==> config.mk <==
export PLATFORM = sky130hd
export DESIGN_NAME = alu_serial_ctrl
export DESIGN_NICKNAME = d
export VERILOG_FILES = /design/src/rtl/alu_serial_ctrl.sv
export SDC_FILE = /design/constraint.sdc
export NUM_CORES = 1
export LEC_CHECK = 0
export CAP_MARGIN = 20
export CORE_ASPECT_RATIO = 2
export CORE_MARGIN = 1.5
export CORE_UTILIZATION = 45
export CTS_CLUSTER_SIZE = 28
export DETAILED_ROUTE_END_ITERATION = 7
export PLACE_DENSITY = 0.86
export SETUP_SLACK_MARGIN = 0.02
export SKIP_CTS_REPAIR_TIMING = 1
export SYNTH_ARGS = -nofsm -noshare
export SYNTH_HDL_FRONTEND = slang
export SYNTH_SLANG_ARGS = --single-unit
==> constraint.sdc <==
create_clock -name clk -period 1.5 [get_ports clk]
set_input_delay 0.15 -clock clk [delete_from_list [all_inputs] [get_ports clk]]
set_output_delay 0.15 -clock clk [all_outputs]
set_load 0.01 [all_outputs]
==> src/rtl/alu_serial_ctrl.sv <==
// alu_serial_ctrl: bit-serial sequencer around a 1-bit ALU slice.
// Feeds operand bits LSB first and gathers F into a result register.
module alu_serial_ctrl #(
  parameter int WIDTH = 8
) (
  input  logic             clk,
  input  logic             reset,
  input  logic             start,
  input  logic [1:0]       op,
  input  logic             m,
  input  logic [WIDTH-1:0] a_in,
  input  logic [WIDTH-1:0] b_in,
  output logic             alu_m,
  output logic             alu_s1,
  output logic             alu_s0,
  output logic             alu_a,
  output logic             alu_b,
  input  logic             alu_f,
  output logic             busy,
  output logic             done,
  output logic [WIDTH-1:0] result,
  output logic             zero
);

  localparam int CW = $clog2(WIDTH);

  typedef enum logic [1:0] {
    IDLE  = 2'd0,
    SHIFT = 2'd1,
    DONE  = 2'd2
  } state_t;

  state_t           state;
  state_t           state_nxt;
  logic [CW-1:0]    cnt;
  logic [WIDTH-1:0] a_sh;
  logic [WIDTH-1:0] b_sh;
  logic [1:0]       op_q;
  logic             m_q;
  logic             last;

  assign last = (cnt == CW'(WIDTH - 1));

  // Next-state selection; DONE always falls back to IDLE.
  always_comb begin
    state_nxt = state;
    unique case (state)
      IDLE:    if (start) state_nxt = SHIFT;
      SHIFT:   if (last) state_nxt = DONE;
      DONE:    state_nxt = IDLE;
      default: state_nxt = IDLE;
    endcase
  end

  // State register.
  always_ff @(posedge clk) begin
    if (reset) state <= IDLE;
    else       state <= state_nxt;
  end

  // Operand latching, serial shifting and result capture.
  always_ff @(posedge clk) begin
    if (reset) begin
      cnt    <= '0;
      a_sh   <= '0;
      b_sh   <= '0;
      op_q   <= '0;
      m_q    <= 1'b0;
      result <= '0;
    end else begin
      unique case (1'b1)
        (state == IDLE): begin
          if (start) begin
            a_sh   <= a_in;
            b_sh   <= b_in;
            op_q   <= op;
            m_q    <= m;
            cnt    <= '0;
            result <= '0;
          end
        end
        (state == SHIFT): begin
          result <= {alu_f, result[WIDTH-1:1]};
          a_sh   <= a_sh >> 1;
          b_sh   <= b_sh >> 1;
          cnt    <= cnt + CW'(1);
        end
        default: begin
        end
      endcase
    end
  end

  assign alu_m  = m_q;
  assign alu_s1 = op_q[1];
  assign alu_s0 = op_q[0];
  assign alu_a  = (state == SHIFT) & a_sh[0];
  assign alu_b  = (state == SHIFT) & b_sh[0];
  assign busy   = (state == SHIFT);
  assign done   = (state == DONE);
  assign zero   = ~|result;

endmodule
==> After elaboration in Yosys (flattened, before gate mapping) <==
Cells that the tools add are included.
{ "totals": {"register_bits": 32, "input_bits": 23} }
{ "classes": {"addsub": 1, "eq_ne": 5, "n_mux": 11, "bitwise_logic": 2, "n_reduce_logical": 7} }
{ "op_table": {"columns": ["cell", "n"], "rows": [
  ["$pmux 8 s2", 3],
  ["$mux 8", 3],
  ["$reduce_or 8->1", 1],
  ["$pmux 3 s2", 1],
  ["$reduce_and 2->1", 3],
  ["$mux 2", 2],
  ["$pmux 2 s2", 1],
  ["$add 3x1->3 const B", 1],
  ["$eq 3x3->1 const B", 1],
  ["$mux 3", 1],
  ["$and 1x1->1", 2],
  ["$eq 2x1->1 const B", 1],
  ["$eq 2x2->1 const B", 1],
  ["$logic_not 2->1", 1],
  ["$ne 2x1->1 const B", 1],
  ["$ne 2x2->1 const B", 1],
  ["$reduce_bool 2->1", 1],
  ["$logic_not 1->1", 1]
]} }

==> Logic depth before layout (Yosys ltp) <==
Gate-level depths: netlist (run 1).
{ "logic_depth": {"ltp_word": 3, "ltp_mapped": 5} }

==> Worst setup path before layout (run 1) <==
OpenSTA, ideal clock, no wires.
{ "synth_timing": {"kind": "flip-flop to output port", "from": "reg result[1]", "to": "out zero", "arrival_time_ns": 1.037, "t_required_ns": 1.350, "slack_ns": 0.313, "path_stages_with_launch": 3, "cell_sequence": "dfxtp_1 or4_1 nor2_1"} }
{ "synth_between": {"elab_chain_cells": 2} }
{ "synth_lines": {"columns": ["item", "line", "source"], "rows": [
  ["start: declaration", "21", "output logic [WIDTH-1:0] result,"],
  ["start signal: assignment", "83", "result <= {alu_f, result[WIDTH-1:1]};"],
  ["$reduce_or 8->1", "101", "assign zero = ~|result;"],
  ["$logic_not 1->1", "101", null],
  ["end: declaration", "22", "output logic zero"]
]} }
Every way passes these cells.

==> Worst setup path after layout (run 1) <==
Same ends and word-level chain as after synthesis.

==> results.cfg, run 1 <==
[status]
outcome = complete, but fails checks
violations = negative setup slack

[timing]
layout_min_cycle_time_ns = 1.52
fin_crit_sh_pct = 101
tightest_slew_ns = 0.459
relSlewSlack_pct = 69.2
slew_viol_final = 0
finalSetupViolCount = 1
fin_worst_skew_ns = 0.00556
max_freq_mhz = 659
whs_ns = 0.467
tns_ns = -0.0184
rsz0062_at_grt = yes
timing_hold_violations_final = 0
fin_ws_ns = -0.0184

[final_layout]
n_fill_cell = 235
fin_util_pct = 67.3
antenna_cells = 0
fin_cells = 207
most-common-layout-cells = clkdlybuf4s50_1 (33), dfxtp_1 (31), nor2_1 (21)
area_growth_syn_to_layout_pct = 44.5
nets = 201
final_common_cell = clkdlybuf4s50_1
drive_gt1_share_pct = 22.6

[cts]
cts-root-buf = clkbuf_8
cts_buffers = 5
clock_sinks = 32
clock_path_buffers = 2
cts_tree = built
clock_latency_ns = 0.29
clk_pin_slew_ns = 0.06
h-tree-depth = 2

[die]
floorplan.initialDensity_pct = 46.6
die_h_um = 80.6
dieArea_mm2 = 0.00337
core_mm2 = 0.00291
die_w_um = 41.8
rows = 28
io_pins = 39

[global_routing]
antenna_found_initial = 0
grt_first_pass_wirelength_mm = 4.84
grt_overflow = 0
grt_max_degree = 30
grt_pass1_vias = 1095
grt_usage_pct = 19.5

[run]
maxCapViolations = 0

[routing]
drc = 0
wl_per_cell_um = 14.2
vias_per_cell = 5.30
wl_mm = 2.93
vias = 1097
drt_iter0_markers = 7
drtAntennaViolNets = 0
firstDrtPassIters = 4

[placement]
post-dp-hpwl_mm = 2.19
routabilityCongestion = 0.719
dp_cells = 198
port_buffers = 38

[synth]
ys_seq_elements = 32
synthTopCellsByArea = dfxtp_1 (47%), mux2i_1 (13%), a211oi_2 (9.2%)
ys_types = 23
post-synth-top-area-cell = dfxtp_1
synth_warnings = 0
synth_nets = 147
seq_area_frac_synth_pct = 47.3
synth_top_area_share_pct = 47.3
syn_inst = 122
syn_area_mm2 = 0.00136
syn_area_per_cell_um2 = 11.1

[critical_path]
end_kind = primary output
cp.arrival_ns = 1.37
crit_fanout = 2
start_kind = flip-flop
cp_data_required_time_ns = 1.35
critPathKind = flip-flop to primary output

[power_and_ir_drop]
p_leak_nw = 0.874
p_per_area_mw_per_mm2 = 970
peakVddDrop_v = 0.000797
total_power_w = 0.00190

[min_path]
hold_path.class = input port to flip-flop
-- Yosys cell counts --
| cell type | count |
|---|---|
| a211oi_1 | 5 |
| a211oi_2 | 10 |
| a22o_1 | 10 |
| a22oi_1 | 2 |
| and2_1 | 3 |
| buf_1 | 1 |
| buf_2 | 2 |
| buf_4 | 1 |
| buf_6 | 3 |
| clkbuf_1 | 1 |
| dfxtp_1 | 32 |
| ha_1 | 2 |
| inv_1 | 1 |
| mux2i_1 | 18 |
| nor2_1 | 21 |
| nor2_2 | 1 |
| nor2b_1 | 2 |
| nor2b_2 | 1 |
| nor3_1 | 1 |
| nor3b_2 | 1 |
| o21ba_4 | 1 |
| o21bai_1 | 1 |
| or4_1 | 2 |
-- layout make-up --
class / count / area (um2) / area share (%)
sequential: 32 / 642 / 32.8
inverter: 1 / 3.75 / 0.192
tap: 30 / 37.5 / 1.92
clock buffer: 8 / 90.1 / 4.60
multi-input combinational: 81 / 659 / 33.7
timing repair buffer: 55 / 526 / 26.8
-- critical path: stages (launching register included) --
cell	delay, ns
dfxtp_1	0.31
or4_1	0.52
nor2_1	0.12
clkbuf_2	0.14
-- state kept, by name, indices dropped and copies added (netlist names) --
| name | count |
|---|---|
| cnt | 3 |
| alu_m | 1 |
| op_q | 2 |
| b_sh | 8 |
| result | 8 |
| state | 2 |
| a_sh | 8 |
-- where the power goes --
| part | internal [W] | switching [W] | leakage, nW |
|---|---|---|---|
| clock network | 0.000374 | 0.000306 | 0.0455 |
| registers | 0.000899 | 0.0000254 | 0.263 |
| logic | 0.000167 | 0.000128 | 0.565 |
| total | 0.00144 | 0.000459 | 0.874 |
-- worst paths after layout --
check	startpoint	to	slack [ns]	cells past startpoint
min	alu_f	result[7]	0.47	2
min reg2reg	cnt[0]	cnt[0]	0.49	1
max reg2reg	state[1]	result[3]	0.21	5
max	result[1]	zero	-0.02	3
-- layer usage --
layer,global-route usage (%),share of wire [%],vias to the layer above
li1,-,-,549
met1,18.6,37,514
met2,35.0,55,26
met3,6.74,5.5,8
met4,11.6,2.7,0
met5,0,0,-
-- kinds of logic (layout without fill, tap and decap cells) --
logic type,Yosys count,in the layout,share of synthesized area (%)
mux,18,18,13.3
simple gates,32,32,11.6
compound gates,29,29,21.3
buf+inv,9,64,4.62
flops,32,32,47.3
fa+ha+maj,2,2,1.85
-- stage by stage --
step | instance area [um2] | setup slack [ns]
6_report | 1960 | -0.0184
5_1_grt | 1960 | -0.0638
4_1_cts | 1940 | -0.432
3_5_place_dp | 1850 | -0.110
3_3_place_gp | 1850 | -0.108
2_1_floorplan | 1360 | 0.313
(Power assumes the default switching activity.)
==> run 2, diff against run 1 <==
--- a/config.mk
+++ b/config.mk
@@ -12,7 +12,7 @@
 export CTS_CLUSTER_SIZE = 28
 export DETAILED_ROUTE_END_ITERATION = 7
 export PLACE_DENSITY = 0.86
-export SETUP_SLACK_MARGIN = 0.02
+export SETUP_SLACK_MARGIN = 0.4
 export SKIP_CTS_REPAIR_TIMING = 1
 export SYNTH_ARGS = -nofsm -noshare
 export SYNTH_HDL_FRONTEND = slang
==> constraint.sdc (replaced) <==
create_clock -name clk -period 1.5 [get_ports clk]
set_input_delay 0.15 -clock clk [delete_from_list [all_inputs] [get_ports clk]]
set_output_delay 0.15 -clock clk [all_outputs]
set_load 0.02 [all_outputs]
==> run 2 against run 1 <==
The run still ends with negative setup slack left. Register-to-register slack lost 0.12 ns. Power rose by 12%. Die area stayed put. Hold slack gained 0.0063 ns. Setup slack worse by 0.037 ns. Non-clock buffer count grew 21. Cell count rose by 11%. Largest power group unchanged. Highest routed layer unchanged.
==> results.cfg, run 2 (synthesized netlist as in run 1, its figures left out) <==
[power_and_ir_drop]
p_comb_share_pct = 23.1
p_int_w = 0.00155
swShare_pct = 27.2
p_seq_share_pct = 44.0
clkPwrFrac_pct = 32.8
p_per_area_mw_per_mm2 = 881
p_leak_nw = 1.07
p_switching_w = 0.000577
peakVddDrop_v = 0.000869

[timing]
relSlewSlack_pct = 77.3
fin_crit_sh_pct = 104
fin_ws_ns = -0.0552
max_freq_mhz = 643
fin_worst_skew_ns = 0.00630
timing_hold_violations_final = 0
whs_ns = 0.473
rsz0062_at_grt = yes
layout_min_cycle_time_ns = 1.56
tightest_slew_ns = 0.340
finalSetupViolCount = 1
tns_ns = -0.0552
slew_viol_final = 0

[critical_path]
cp_slowest_cell = or4_4
crit_buf_inv = 1
path_cells = or4_4, nor2_4, buf_6
end_kind = primary output
cp.arrival_ns = 1.41
max_stage_delay_ns = 0.55
critPathKind = flip-flop to primary output
crit_fanout = 2
start_kind = flip-flop
cp_top_family = simple AND/OR/NAND/NOR gates
cp_data_required_time_ns = 1.35

[final_layout]
multi_input_area_um2 = 826
reg_top3 = a_sh (8), b_sh (8), result (8)
final_common_cell = dfxtp_1
nets = 224
final_area_mm2 = 0.00241
area_growth_syn_to_layout_pct = 78.0
fin_util_pct = 83.0
n_fill_cell = 170
drive_gt1_share_pct = 51.5
regArea_um2 = 652
most-common-layout-cells = dfxtp_1 (27), clkdlybuf4s50_1 (22), buf_6 (20)
antenna_cells = 0

[min_path]
hold_path.class = input port to flip-flop

[placement]
post-dp-hpwl_mm = 2.40
placed_area_mm2 = 0.00191
routabilityCongestion = 0.677
port_buffers = 38

[routing]
firstDrtPassIters = 4
drtAntennaViolNets = 0
wl_per_cell_um = 18.8
drc = 0
drt_iter0_markers = 33
vias_per_cell = 5.52
wl_mm = 4.32
vias = 1269

[global_routing]
grt_usage_pct = 20.9
grt_max_degree = 17
antenna_found_initial = 0
grt_overflow = 0
grt_pass1_vias = 1171
grt_first_pass_wirelength_mm = 5.13

[cts]
clock_latency_ns = 0.30
cts_buffers = 5
clock_sinks = 32
h-tree-depth = 2
clock_path_buffers = 2
cts_tree = built
clk_pin_slew_ns = 0.06
cts-root-buf = clkbuf_8

[die]
rows = 28
die_w_um = 41.8
die_h_um = 80.6
core_mm2 = 0.00291
floorplan.initialDensity_pct = 46.6
io_pins = 39
dieArea_mm2 = 0.00337

[run]
maxCapViolations = 0

[status]
outcome = complete, but fails checks
violations = negative setup slack
## run 2: path summary, 6_finish.rpt
| path | start | endpoint | slack, ns | depth (start not counted) |
|---|---|---|---|---|
| worst max-delay path | result[1] | zero | -0.06 | 3 |
| worst min-delay path | alu_f | result[7] | 0.47 | 2 |
| worst max register to register | state[1] | b_sh[4] | 0.09 | 6 |
| worst min register to register | b_sh[4] | b_sh[4] | 0.52 | 2 |
## run 2: through the flow
step	instances	total power, W	setup slack [ns]
3_5_place_dp	200	0.00127	-0.197
2_1_floorplan	122	0.00113	0.283
6_report	230	0.00213	-0.0552
5_1_grt	230	0.00220	-0.0737
4_1_cts	208	0.00195	-0.524
3_3_place_gp	200	0.00125	-0.191
## run 2: area by class of cell
type	instances	area share, %
timing repair buffer	76	33.2
multi-input combinational	83	34.2
inverter	1	0.156
clock inverter	2	0.415
sequential	32	27.0
tap	30	1.56
clock buffer	6	3.42
## run 2: layer usage
layer  part of all wire [%]  global-route usage, %  vias up
met1                     35                   19.3      631
met3                    3.9                   6.97        6
met4                    1.6                   12.3        0
met2                     59                   38.3       30
li1                       -                      -      602
met5                      0                      0        -
## run 2: power groups by stage
stage	Combinational (W)	Sequential, W	Clock (W)
after global placement	0.000314	0.000941	0
after CTS	0.000328	0.000927	0.000697
after detailed placement	0.000326	0.000945	0
final	0.000492	0.000936	0.000698
after floorplan	0.000188	0.000945	0
after global routing	0.000520	0.000939	0.000740
